## src/rtl/uart_bridge_pkg.sv

```systemverilog
// Shared types and default constants for the UART register-access bridge.
package uart_bridge_pkg;

  typedef enum logic [2:0] {
    ST_IDLE,
    ST_GET_ADDR,
    ST_GET_DATA,
    ST_REG_WR,
    ST_REG_RD,
    ST_WAIT_RD,
    ST_SEND,
    ST_WAIT_TX
  } state_e;

  localparam int unsigned DEF_FRAME_TIMEOUT = 1_000_000;
  localparam int unsigned DEF_RD_TIMEOUT    = 255;
  localparam logic [7:0]  DEF_CMD_WR        = 8'hA5;
  localparam logic [7:0]  DEF_CMD_RD        = 8'h5A;
  localparam logic [7:0]  DEF_ACK_BYTE      = 8'h06;
  localparam logic [7:0]  DEF_NAK_BYTE      = 8'h15;

  function automatic int unsigned max_u(input int unsigned a, input int unsigned b);
    return (a > b) ? a : b;
  endfunction

endpackage

```

## src/rtl/uart_bridge_timeout.sv

```systemverilog
// Loadable down-counter shared by the inter-byte and read-response timeouts.
module uart_bridge_timeout #(
  parameter int unsigned WIDTH = 8
) (
  input  logic             clk,
  input  logic             rst_n,
  input  logic             clear,
  input  logic [WIDTH-1:0] load_value,
  input  logic             enable,
  output logic             expired
);

  logic [WIDTH-1:0] count;

  // NOTE: sequential state is assigned with <= so every flop samples pre-edge values.
  always_ff @(posedge clk or negedge rst_n) begin
    if (!rst_n) begin
      count <= '0;
    end else if (clear) begin
      count <= load_value;
    end else if (enable && (count != '0)) begin
      count <= count - WIDTH'(1);
    end
  end

  // Loading T-1 makes the expiry cycle the T-th cycle of waiting.
  assign expired = (count == '0);

endmodule

```

## src/rtl/uart_reg_bridge.sv

```systemverilog
// Decodes UART register-access frames, drives one register-bus access and returns a 1-byte response.
module uart_reg_bridge
  import uart_bridge_pkg::*;
#(
  parameter int unsigned FRAME_TIMEOUT = DEF_FRAME_TIMEOUT,
  parameter int unsigned RD_TIMEOUT    = DEF_RD_TIMEOUT,
  parameter logic [7:0]  CMD_WR        = DEF_CMD_WR,
  parameter logic [7:0]  CMD_RD        = DEF_CMD_RD,
  parameter logic [7:0]  ACK_BYTE      = DEF_ACK_BYTE,
  parameter logic [7:0]  NAK_BYTE      = DEF_NAK_BYTE
) (
  input  logic       i_clk,
  input  logic       i_aresetn,
  input  logic [7:0] i_rx_data,
  input  logic       i_rx_done,
  output logic       o_tx_start,
  output logic [7:0] o_tx_data,
  input  logic       i_tx_done,
  output logic [7:0] o_reg_addr,
  output logic [7:0] o_reg_wdata,
  output logic       o_reg_wr_en,
  output logic       o_reg_rd_en,
  input  logic [7:0] i_reg_rd_data,
  input  logic       i_reg_rd_valid,
  output logic       o_busy,
  output logic       o_frame_err,
  output logic       o_overrun
);

  localparam int unsigned TMR_MAX = max_u(FRAME_TIMEOUT, RD_TIMEOUT);
  localparam int unsigned TMR_W   = (TMR_MAX > 1) ? $clog2(TMR_MAX) : 1;
  localparam logic [TMR_W-1:0] FRAME_LOAD = TMR_W'(FRAME_TIMEOUT - 1);
  localparam logic [TMR_W-1:0] RD_LOAD    = TMR_W'(RD_TIMEOUT - 1);

  state_e     state, state_next;
  logic       cmd_is_rd;
  logic [7:0] reg_addr;
  logic [7:0] reg_wdata;
  logic [7:0] response;

  logic       byte_accept;
  logic       frame_err;
  logic       tmr_clear;
  logic       tmr_enable;
  logic       tmr_expired;
  logic [TMR_W-1:0] tmr_load;

  uart_bridge_timeout #(
    .WIDTH (TMR_W)
  ) u_timeout (
    .clk        (i_clk),
    .rst_n      (i_aresetn),
    .clear      (tmr_clear),
    .load_value (tmr_load),
    .enable     (tmr_enable),
    .expired    (tmr_expired)
  );

  always_ff @(posedge i_clk or negedge i_aresetn) begin
    if (!i_aresetn) begin
      state <= ST_IDLE;
    end else begin
      state <= state_next;
    end
  end

  // NOTE: every signal written here gets a default first, so no path can infer a latch.
  always_comb begin
    state_next  = state;
    byte_accept = 1'b0;
    frame_err   = 1'b0;
    unique case (state)
      ST_IDLE: begin
        if (i_rx_done && ((i_rx_data == CMD_WR) || (i_rx_data == CMD_RD))) begin
          byte_accept = 1'b1;
          state_next  = ST_GET_ADDR;
        end
      end
      ST_GET_ADDR: begin
        if (i_rx_done) begin
          byte_accept = 1'b1;
          state_next  = cmd_is_rd ? ST_REG_RD : ST_GET_DATA;
        end else if (tmr_expired) begin
          frame_err  = 1'b1;
          state_next = ST_IDLE;
        end
      end
      ST_GET_DATA: begin
        if (i_rx_done) begin
          byte_accept = 1'b1;
          state_next  = ST_REG_WR;
        end else if (tmr_expired) begin
          frame_err  = 1'b1;
          state_next = ST_IDLE;
        end
      end
      ST_REG_WR:  state_next = ST_SEND;
      ST_REG_RD:  state_next = ST_WAIT_RD;
      ST_WAIT_RD: begin
        if (i_reg_rd_valid || tmr_expired) begin
          state_next = ST_SEND;
        end
      end
      ST_SEND:    state_next = ST_WAIT_TX;
      ST_WAIT_TX: begin
        if (i_tx_done) begin
          state_next = ST_IDLE;
        end
      end
      default:    state_next = ST_IDLE;
    endcase
  end

  // NOTE: datapath registers are reset too, so outputs read 0 straight out of reset.
  always_ff @(posedge i_clk or negedge i_aresetn) begin
    if (!i_aresetn) begin
      cmd_is_rd <= 1'b0;
      reg_addr  <= '0;
      reg_wdata <= '0;
      response  <= '0;
    end else begin
      if (byte_accept) begin
        unique case (state)
          ST_IDLE:     cmd_is_rd <= (i_rx_data == CMD_RD);
          ST_GET_ADDR: reg_addr  <= i_rx_data;
          ST_GET_DATA: reg_wdata <= i_rx_data;
          default:     ;
        endcase
      end
      if (state == ST_REG_WR) begin
        response <= ACK_BYTE;
      end else if (state == ST_WAIT_RD) begin
        // Read data arriving in the expiry cycle takes priority over the NAK.
        if (i_reg_rd_valid) begin
          response <= i_reg_rd_data;
        end else if (tmr_expired) begin
          response <= NAK_BYTE;
        end
      end
    end
  end

  // One counter serves both waits: reloaded per accepted byte and when the read strobe fires.
  assign tmr_clear  = byte_accept || (state == ST_REG_RD);
  assign tmr_load   = (state == ST_REG_RD) ? RD_LOAD : FRAME_LOAD;
  assign tmr_enable = (state == ST_GET_ADDR) || (state == ST_GET_DATA) || (state == ST_WAIT_RD);

  assign o_reg_addr  = reg_addr;
  assign o_reg_wdata = reg_wdata;
  assign o_tx_data   = response;
  assign o_reg_wr_en = (state == ST_REG_WR);
  assign o_reg_rd_en = (state == ST_REG_RD);
  assign o_tx_start  = (state == ST_SEND);
  assign o_busy      = (state != ST_IDLE);
  assign o_frame_err = frame_err;
  assign o_overrun   = i_rx_done && ((state == ST_REG_WR) || (state == ST_REG_RD) ||
                                     (state == ST_WAIT_RD) || (state == ST_SEND) ||
                                     (state == ST_WAIT_TX));

endmodule

```

## config.mk

```make
export PLATFORM = sky130hd
export DESIGN_NAME = uart_reg_bridge
export DESIGN_NICKNAME = d
export VERILOG_FILES = /design/src/rtl/uart_bridge_pkg.sv /design/src/rtl/uart_bridge_timeout.sv /design/src/rtl/uart_reg_bridge.sv
export SDC_FILE = /design/constraint.sdc
export NUM_CORES = 1
export LEC_CHECK = 0
export BUFFER_PORTS_ARGS = -buffer_cell sky130_fd_sc_hd__buf_2
export CORE_UTILIZATION = 45
export DETAILED_ROUTE_END_ITERATION = 16
export HOLD_SLACK_MARGIN = 0.03
export PLACE_DENSITY = 0.67
export SYNTH_ARGS = -nofsm -noshare
export SYNTH_HDL_FRONTEND = slang
export SYNTH_SLANG_ARGS = --single-unit
```

## constraint.sdc

```tcl
create_clock -name i_clk -period 3.7 [get_ports i_clk]
set_clock_uncertainty 0.15 [all_clocks]
set_input_delay 0.37 -clock i_clk [delete_from_list [all_inputs] [get_ports i_clk]]
set_output_delay 0.37 -clock i_clk [all_outputs]
set_load 0.02 [all_outputs]
```

==> results of run 1 <==
-- logic make-up after synthesis --
family | count (synthesis)
and+or+nand+nor | 106
AOI/OAI and AO/OA | 68
DFF | 48
muxes | 17
buffers and inverters | 16
xor gates and xnor gates | 2
adders and majority gates | 2
-- metrics by stage --
step | area (µm²) | power (µW)
after floorplan | 2560 | 1690
after CTS | 2980 | 2360
after global placement | 2870 | 2000
after detailed placement | 2870 | 2020
final | 2980 | 2340
after global routing | 2980 | 2530
-- registers in the layout, summed over array words and instances (netlist names) --
register         cells
state                3
o_reg_addr           8
u_timeout.count     20
cmd_is_rd            1
o_tx_data            8
o_reg_wdata          8
-- final timing paths --
check | end | startpoint | cells after the start
hold reg to reg | o_tx_data[0] | o_tx_data[0] | 1
min in group asynchronous | u_timeout.count[16] | i_aresetn | 3
setup reg to reg | u_timeout.count[12] | u_timeout.count[13] | 5
setup / recovery | o_frame_err | u_timeout.count[13] | 4
max in group asynchronous | o_reg_addr[7] | i_aresetn | 3
hold / removal | o_tx_data[1] | i_reg_rd_data[1] | 3
-- final cells by class --
type	instances	area, µm²	area share
well taps	72	90.1	0.0303
inverters	7	26.3	0.00883
flip-flops and latches	48	1200	0.404
multi-input cells	195	1290	0.432
clock inverters	2	13.8	0.00463
repair buffers	53	275	0.0925
clock buffers	6	82.6	0.0278
-- critical path: cells and delay by family, from the launching register on --
kind	cells	cell delay, ns
AND/OR/NAND/NOR	2	0.95
flip-flops	1	0.43
AO/OA/AOI/OAI	1	0.56
buffers and inverters	1	0.27
-- cell usage after synthesis (2+ instances only) --
| cell type | n |
|---|---|
| ha_1 | 2 |
| clkbuf_1 | 7 |
| a21oi_1 | 18 |
| inv_1 | 7 |
| nor4bb_1 | 4 |
| o211ai_1 | 6 |
| and3_1 | 5 |
| o31ai_1 | 3 |
| or4_4 | 2 |
| nand2_1 | 23 |
| o41a_1 | 2 |
| dfrtp_1 | 48 |
| o31a_1 | 3 |
| nand4b_1 | 2 |
| o21ai_0 | 12 |
| and2_1 | 3 |
| nor3_1 | 6 |
| nor2_1 | 16 |
| or4_1 | 4 |
| nand4_1 | 3 |
| or3_1 | 8 |
| o21ai_1 | 3 |
| nand3_1 | 13 |
| a2111oi_0 | 2 |
| mux2_2 | 16 |
| o21a_1 | 5 |
| o311ai_0 | 3 |
| nor4_1 | 2 |
| nor2b_1 | 6 |
| nand2b_1 | 4 |
-- power groups by stage --
| stage | Sequential, µW | Combinational, µW | Clock, µW |
|---|---|---|---|
| 3_3_place_gp | 936 | 1060 | 0 |
| 6_report | 935 | 1070 | 335 |
| 3_5_place_dp | 939 | 1080 | 0 |
| 4_1_cts | 934 | 1080 | 343 |
| 5_1_grt | 971 | 1200 | 367 |
| 2_1_floorplan | 1030 | 664 | 0 |
-- cell usage in the layout, fill, tap and decap left out, types with 4 or more instances in the layout --
cell	instances
or4_1	4
and3_1	5
nand3_1	13
clkbuf_8	6
nor3_1	6
nand2b_1	4
buf_2	50
o211ai_1	6
o21ai_0	12
o21a_1	5
inv_1	7
nor2_1	16
nor2b_1	6
nand2_1	23
mux2_2	16
nor4bb_1	4
dfrtp_1	48
a21oi_1	18
or3_1	8
-- layer usage --
| layer | vias up | share of wire |
|---|---|---|
| li1 | 1075 | - |
| met1 | 1074 | 0.47 |
| met2 | 64 | 0.46 |
| met3 | 9 | 0.051 |
| met4 | 0 | 0.013 |
| met5 | - | 0 |
-- timing repair --
item | 4_1_cts | 5_1_grt
gates resized for setup | 0 | 0
hold buffers | 1 | 0
hold endpoints to repair | 48 | 0
==> flow_summary.json, run 1 <==
{
  "synthToLayoutAreaGrowth_pct": 16.3,
  "met3_usage": 0.0471,
  "cts_max_level": 2,
  "cts-root-buf": "clkbuf_8",
  "pre_cts_ws_ns": 0.990,
  "path_cells": "or4_4 > or3_1 > a2111oi_0 > buf_2",
  "wl_per_cell_um": 15.2,
  "synth-seq-cells": 48,
  "via_per_inst": 5.80,
  "synth-edff-count": 0,
  "final.min_clock_period_ns": 3.03,
  "synth_mux_area_frac": 0.0743,
  "setup-tns-final_ns": 0,
  "netSwitchingFraction": 0.438,
  "fmax_ghz": 0.330,
  "ff2ff_setup_slack_ns": 1.01,
  "cp_max_fo": 6,
  "die_w_um": 77.4,
  "drc": 0,
  "die_area_um2": 5990,
  "synthArstFlopShare": 1.00,
  "synth.top_cell.area_share": 0.469,
  "drive_above_1_share": 0.264,
  "p_int_uw": 1320,
  "overflow": 0,
  "busiest_layer": "met2",
  "synth_fa_ha_area_frac": 0.00978,
  "power.leakage_uw": 0.00128,
  "crit_path_max_incr_delay_ns": 0.56,
  "setup_viol_count_final": 0,
  "initial_utilization": 0.465,
  "num_io_pins": 51,
  "synth-seq-area-share": 0.469,
  "finalCritPeriodShare": 0.820,
  "n_antenna_cell": 0,
  "antenna_found_initial": 0,
  "numCtsBuffers": 5,
  "synth_xor_area_frac": 0.00685,
  "core_um2": 5510,
  "grt_max_degree": 49,
  "rsz0062_at_grt": "false",
  "ys_warn_count": 0,
  "n_fill_cell": 492,
  "ys.flop_type": "dfrtp_1",
  "nNetsFinal": 333,
  "post-cts-setup-buffers": 0,
  "clk_pin_slew_worst_paths_ns": 0.09,
  "criticalPathCategory": "reg2out",
  "syn_nets": 282,
  "slew_violations": 0,
  "worstSkewPairLatency_ns": 0.31,
  "p_comb_frac": 0.457,
  "power_frac_seq": 0.399,
  "avgSynthCellArea_um2": 9.88,
  "firstDrtPassIters": 4,
  "die_h_um": 77.4,
  "hpwl_mm": 4.17,
  "grt_pass1_wl_mm": 10.0,
  "fin_ws_ns": 0.667,
  "hold_ws_ns": 0.127,
  "status": "complete, no violations",
  "routed_wl_mm": 5.82,
  "tritoncts": "done",
  "p_clk_frac": 0.143,
  "worstPathArrival_ns": 2.51,
  "ys_types": 51,
  "num_rows": 27,
  "instances_no_fill": 383,
  "p_per_area_nw_per_um2": 787,
  "cts_sinks": 48,
  "vias": 2222,
  "grt_use_total": 0.212,
  "grt_pass1_vias": 2076,
  "worstSetupEndpointType": "output pin",
  "ir_worst_vdd_uv": 444,
  "cpMaxStageDelayCell": "or4_4",
  "syn_inst": 259,
  "netlist_area_um2": 2560,
  "synth-simple-area-share": 0.233,
  "place_congestion": 0.829,
  "use_met1": 0.296,
  "synth_top_cell_by_area": "dfrtp_1",
  "cap_violations": 0,
  "synth_top_family_by_area": "simple AND/OR/NAND/NOR gates",
  "synth_compound_area_frac": 0.178,
  "io_buffers": 50,
  "start_kind": "flop",
  "slew_headroom": 0.438,
  "hold_class": "in2reg",
  "max_slew.worst_pin.slew_ns": 0.840,
  "ant_nets": 0,
  "p_switching_uw": 1020,
  "hold_viol": 0,
  "synthTopCellsByArea": "dfrtp_1 47%, mux2_2 7.0%, a21oi_1 3.5%",
  "utilization": 0.540,
  "numPlacedInstances": 374,
  "met2_usage": 0.327,
  "cp.required_ns": 3.18,
  "first_iter_violations": 111,
  "cts_max_path_buffers": 2
}
(Power assumes the default switching activity.)
==> run 2: changes to the inputs <==
--- a/config.mk
+++ b/config.mk
@@ -9,7 +9,7 @@
 export CORE_UTILIZATION = 45
 export DETAILED_ROUTE_END_ITERATION = 16
 export HOLD_SLACK_MARGIN = 0.03
-export PLACE_DENSITY = 0.67
+export PLACE_DENSITY = 0.7
 export SYNTH_ARGS = -nofsm -noshare
 export SYNTH_HDL_FRONTEND = slang
 export SYNTH_SLANG_ARGS = --single-unit
==> constraint.sdc (replaced) <==
create_clock -name i_clk -period 2.65 [get_ports i_clk]
set_clock_uncertainty 0.15 [all_clocks]
set_input_delay 0.265 -clock i_clk [delete_from_list [all_inputs] [get_ports i_clk]]
set_output_delay 0.265 -clock i_clk [all_outputs]
set_load 0.02 [all_outputs]
==> run 2 against run 1 <==
Effect of this change:
- register-to-register slack got worse by 0.74 ns
- critical path depth unchanged
- hold slack got worse by 0.088 ns
- critical path type unchanged
- largest power group unchanged
- sequential power increased by 35%
==> flow_summary.json, run 2 (synthesis gave the netlist of run 1 again) <==
{
  "vias": 2254,
  "cts_max_level": 2,
  "hpwl_mm": 4.40,
  "criticalPathCategory": "reg2out",
  "antenna_found_initial": 0,
  "via_per_inst": 5.68,
  "p_switching_uw": 1480,
  "worstSkewPairLatency_ns": 0.31,
  "final_cell_mix": "50 x buf_2, 48 x dfrtp_1, 23 x nand2_1",
  "wl_per_cell_um": 15.4,
  "drive_above_1_share": 0.298,
  "cts_max_path_buffers": 2,
  "grt_use_total": 0.218,
  "netSwitchingFraction": 0.422,
  "slew_violations": 0,
  "power.leakage_uw": 0.00136,
  "numPlacedInstances": 386,
  "ant_nets": 0,
  "nNetsFinal": 347,
  "final_common_cell": "buf_2",
  "rr_worst_depth": 6,
  "worstSetupEndpointType": "output pin",
  "start_kind": "flop",
  "power_frac_seq": 0.360,
  "fmax_ghz": 0.391,
  "drc": 0,
  "p_clk_frac": 0.161,
  "cp.required_ns": 2.24,
  "finalCritPeriodShare": 0.966,
  "p_int_uw": 2020,
  "hold_depth": 3,
  "hold_viol": 0,
  "n_fill_cell": 501,
  "p_comb_frac": 0.479,
  "largest_reg_flops": 20,
  "instances_no_fill": 397,
  "p_total_uw": 3490,
  "io_buffers": 50,
  "ir_worst_vdd_uv": 604,
  "num_io_pins": 51,
  "grt_pass1_vias": 2217,
  "routed_wl_mm": 6.10,
  "clk_pin_slew_worst_paths_ns": 0.09,
  "num_rows": 27,
  "cp_max_fo": 6,
  "final.min_clock_period_ns": 2.56,
  "p_per_area_nw_per_um2": 1120,
  "min_to": "o_tx_data[5]",
  "numCtsBuffers": 5,
  "cts_sinks": 48,
  "cap_violations": 0,
  "setup_viol_count_final": 0,
  "die_area_um2": 5990,
  "overflow": 0,
  "grt_max_degree": 49,
  "largest-register": "u_timeout.count",
  "r2r-end": "u_timeout.count[7]",
  "firstDrtPassIters": 4,
  "utilization": 0.569,
  "slew_headroom": 0.538,
  "first_iter_violations": 134,
  "setup-tns-final_ns": 0,
  "ff2ff_setup_slack_ns": 0.27,
  "die_h_um": 77.4,
  "grt_pass1_wl_mm": 10.2,
  "worstPathArrival_ns": 2.14,
  "status": "complete, no violations",
  "tritoncts": "done",
  "max_slew.worst_pin.slew_ns": 0.689,
  "min-delay-start": "i_reg_rd_data[5]",
  "initial_utilization": 0.465,
  "die_w_um": 77.4,
  "worstReg2RegStart": "u_timeout.count[15]",
  "place_congestion": 0.918,
  "n_antenna_cell": 0,
  "core_um2": 5510,
  "cts-root-buf": "clkbuf_8",
  "hold_class": "in2reg",
  "synthToLayoutAreaGrowth_pct": 22.4
}
-- run 2: metrics by stage --
| stage | hold WS, ns | worst slack (ns) | area [µm²] |
|---|---|---|---|
| 6_report | 0.0391 | 0.0900 | 3130 |
| 5_1_grt | 0.0532 | -0.000837 | 3130 |
| 4_1_cts | 0.0340 | 0.0208 | 3120 |
| 3_5_place_dp | 0.121 | 0.283 | 2970 |
| 3_3_place_gp | 0.123 | 0.314 | 2970 |
| 2_1_floorplan | -0.181 | 0.102 | 2560 |
-- run 2: worst max path at each step --
stage | depth (start not counted) | start | endpoint | slack [ns]
floorplan | 3 | u_timeout.count[13] | o_frame_err | 0.10
global placement | 6 | u_timeout.count[13] | u_timeout.count[6] | 0.31
detailed placement | 6 | u_timeout.count[13] | u_timeout.count[6] | 0.28
CTS | 4 | u_timeout.count[13] | o_frame_err | 0.02
global route | 4 | u_timeout.count[13] | o_frame_err | -0.0008
finish | 4 | u_timeout.count[15] | o_frame_err | 0.09
-- run 2: layout make-up --
cell class / instances / area (µm²) / area share
Clock buffer: 6 / 82.6 / 0.0264
Sequential cell: 48 / 1200 / 0.384
Inverter: 7 / 26.3 / 0.00839
Timing Repair Buffer: 67 / 395 / 0.126
Clock inverter: 2 / 38.8 / 0.0124
Multi-Input combinational cell: 195 / 1300 / 0.414
Tap cell: 72 / 90.1 / 0.0288
-- run 2: repair_timing --
action                                  in CTS  in global routing
hold buffers                                 2                  0
endpoints found under the setup margin       1                  1
setup buffers                                0                  1
resized for setup                            1                  1
endpoints found under the hold margin       49                  0
-- run 2: metal layers --
metal	share of wire	GRT usage
met1	0.47	0.285
met4	0.013	0.0792
met2	0.48	0.359
met3	0.040	0.0435
met5	0	0
-- run 2: power groups by stage --
stage	logic [µW]	clock network, µW	registers (µW)
2_1_floorplan	928	0	1440
3_3_place_gp	1640	0	1250
3_5_place_dp	1660	0	1260
4_1_cts	1680	575	1250
5_1_grt	1830	598	1300
6_report	1670	561	1260
-- run 2: critical path, stage by stage, from the launching register on --
cell and delay (ns):
dfrtp_1 0.40, or4_4 0.57, or3_4 0.37, a2111oi_2 0.28, buf_2 0.22
==> run 3: changes to the inputs <==
--- a/config.mk
+++ b/config.mk
@@ -5,7 +5,8 @@
 export SDC_FILE = /design/constraint.sdc
 export NUM_CORES = 1
 export LEC_CHECK = 0
-export BUFFER_PORTS_ARGS = -buffer_cell sky130_fd_sc_hd__buf_2
+export BUFFER_PORTS_ARGS = -buffer_cell sky130_fd_sc_hd__buf_4
+export CAP_MARGIN = 20
 export CORE_UTILIZATION = 45
 export DETAILED_ROUTE_END_ITERATION = 16
 export HOLD_SLACK_MARGIN = 0.03
==> run 3 against run 2 <==
Effect of this change:
- wire length increased by 0.84%
- power decreased by 0.34%
- hold slack improved by 0.0056 ns
==> flow_summary.json, run 3 (synthesis gave the netlist of run 1 again) <==
{
  "initial_utilization": 0.465,
  "cap_violations": 0,
  "instances_no_fill": 393,
  "crit_start": "u_timeout.count[13]",
  "num_io_pins": 51,
  "drc": 0,
  "die_h_um": 77.4,
  "overflow": 0,
  "place_congestion": 0.883,
  "power.leakage_uw": 0.00136,
  "p_per_area_nw_per_um2": 1100,
  "io_buffers": 50,
  "pre_cts_ws_ns": 0.212,
  "final_common_cell": "buf_4",
  "rsz0062_at_grt": "false",
  "worstReg2RegStart": "u_timeout.count[13]",
  "cts_max_level": 2,
  "nNetsFinal": 344,
  "start_kind": "flop",
  "firstDrtPassIters": 4,
  "setup-tns-final_ns": 0,
  "cp.required_ns": 2.24,
  "die_area_um2": 5990,
  "hold_viol": 0,
  "largest-register": "u_timeout.count",
  "ant_nets": 0,
  "hpwl_mm": 4.42,
  "slew_violations": 0,
  "grt_use_total": 0.216,
  "cp-endpoint": "o_frame_err",
  "cp_max_fo": 6,
  "cts_max_path_buffers": 2,
  "die_w_um": 77.4,
  "grt_pass1_wl_mm": 10.2,
  "grt_pass1_vias": 2162,
  "antenna_found_initial": 0,
  "cts_sinks": 48,
  "criticalPathCategory": "reg2out",
  "grt_max_degree": 49,
  "ir_worst_vdd_uv": 564,
  "hold_ws_ns": 0.0448,
  "numPlacedInstances": 384,
  "core_um2": 5510,
  "final.min_clock_period_ns": 2.60,
  "num_rows": 27,
  "ff2ff_setup_slack_ns": 0.20,
  "clk_pin_slew_worst_paths_ns": 0.09,
  "r2r-end": "u_timeout.count[2]",
  "via_per_inst": 5.69,
  "vias": 2237,
  "numCtsBuffers": 5,
  "drive_above_1_share": 0.287,
  "cts-root-buf": "clkbuf_8",
  "tritoncts": "done",
  "final_cell_mix": "62 x buf_4, 48 x dfrtp_1, 23 x nand2_1",
  "worstSetupEndpointType": "output pin",
  "largest_reg_flops": 20,
  "synthToLayoutAreaGrowth_pct": 24.2,
  "worstSkewPairLatency_ns": 0.30,
  "status": "complete, no violations",
  "max_slew.worst_pin.slew_ns": 0.654,
  "hold_class": "in2reg",
  "routed_wl_mm": 6.15,
  "rr_worst_depth": 5,
  "n_antenna_cell": 0,
  "fmax_ghz": 0.385,
  "finalCritPeriodShare": 0.980,
  "slew_headroom": 0.561,
  "wl_per_cell_um": 15.7,
  "setup_viol_count_final": 0,
  "hold_depth": 3,
  "first_iter_violations": 172,
  "fin_ws_ns": 0.0527,
  "worstPathArrival_ns": 2.18,
  "n_fill_cell": 510
}
## run 3: cell count changes in the layout (fill, tap and decap cells not counted), sizes merged
cell	previous run	this run
buf	65	62
bufinv	1	0
## run 3: stage by stage
stage	instance area (µm²)	utilization	total power (µW)
global route	3180	0.577	3710
floorplan	2560	-	2360
global placement	3070	0.558	3020
finish	3180	0.577	3480
CTS	3170	0.576	3490
detailed placement	3070	0.558	3050
## run 3: critical path: stages, from the launching register on
cell	delay [ns]
dfrtp_1	0.42
or4_4	0.57
or3_4	0.37
a2111oi_2	0.31
buf_4	0.21
## run 3: worst min path at each step
stage,from,end
floorplan,i_aresetn,cmd_is_rd
global placement,i_aresetn,u_timeout.count[16]
detailed placement,i_aresetn,u_timeout.count[16]
CTS,i_reg_rd_data[5],o_tx_data[5]
global route,i_reg_rd_data[7],o_tx_data[7]
finish,i_reg_rd_data[7],o_tx_data[7]
## run 3: routing by layer
layer / routed length, µm / global-route usage / part of all wire / vias up
met5: 0 / 0 / 0 / -
met4: 74 / 0.0679 / 0.012 / 0
met3: 295 / 0.0435 / 0.048 / 8
met2: 2980 / 0.351 / 0.48 / 54
met1: 2800 / 0.289 / 0.46 / 1082
li1: - / - / - / 1093
## run 3: power breakdown
part / leakage [µW] / internal [µW] / switching, µW
logic: 0.000739 / 800 / 998
registers: 0.000576 / 1030 / 235
clock network: 0.0000410 / 180 / 242
## run 3: timing repair
action / CTS / global route
endpoints found under the hold margin: 49 / 0
buffers inserted: 0 / 0
resized for setup: 1 / 1
hold buffers: 2 / 0
endpoints found under the setup margin: 1 / 1
## run 3: layout make-up
type                            count  area [µm²]  share of cell area
Clock buffer                        6        72.6              0.0228
Clock inverter                      1        5.00             0.00157
Inverter                            7        26.3             0.00827
Multi-Input combinational cell    195        1300               0.408
Sequential cell                    48        1200               0.378
Tap cell                           72        90.1              0.0283
Timing Repair Buffer               64         485               0.153
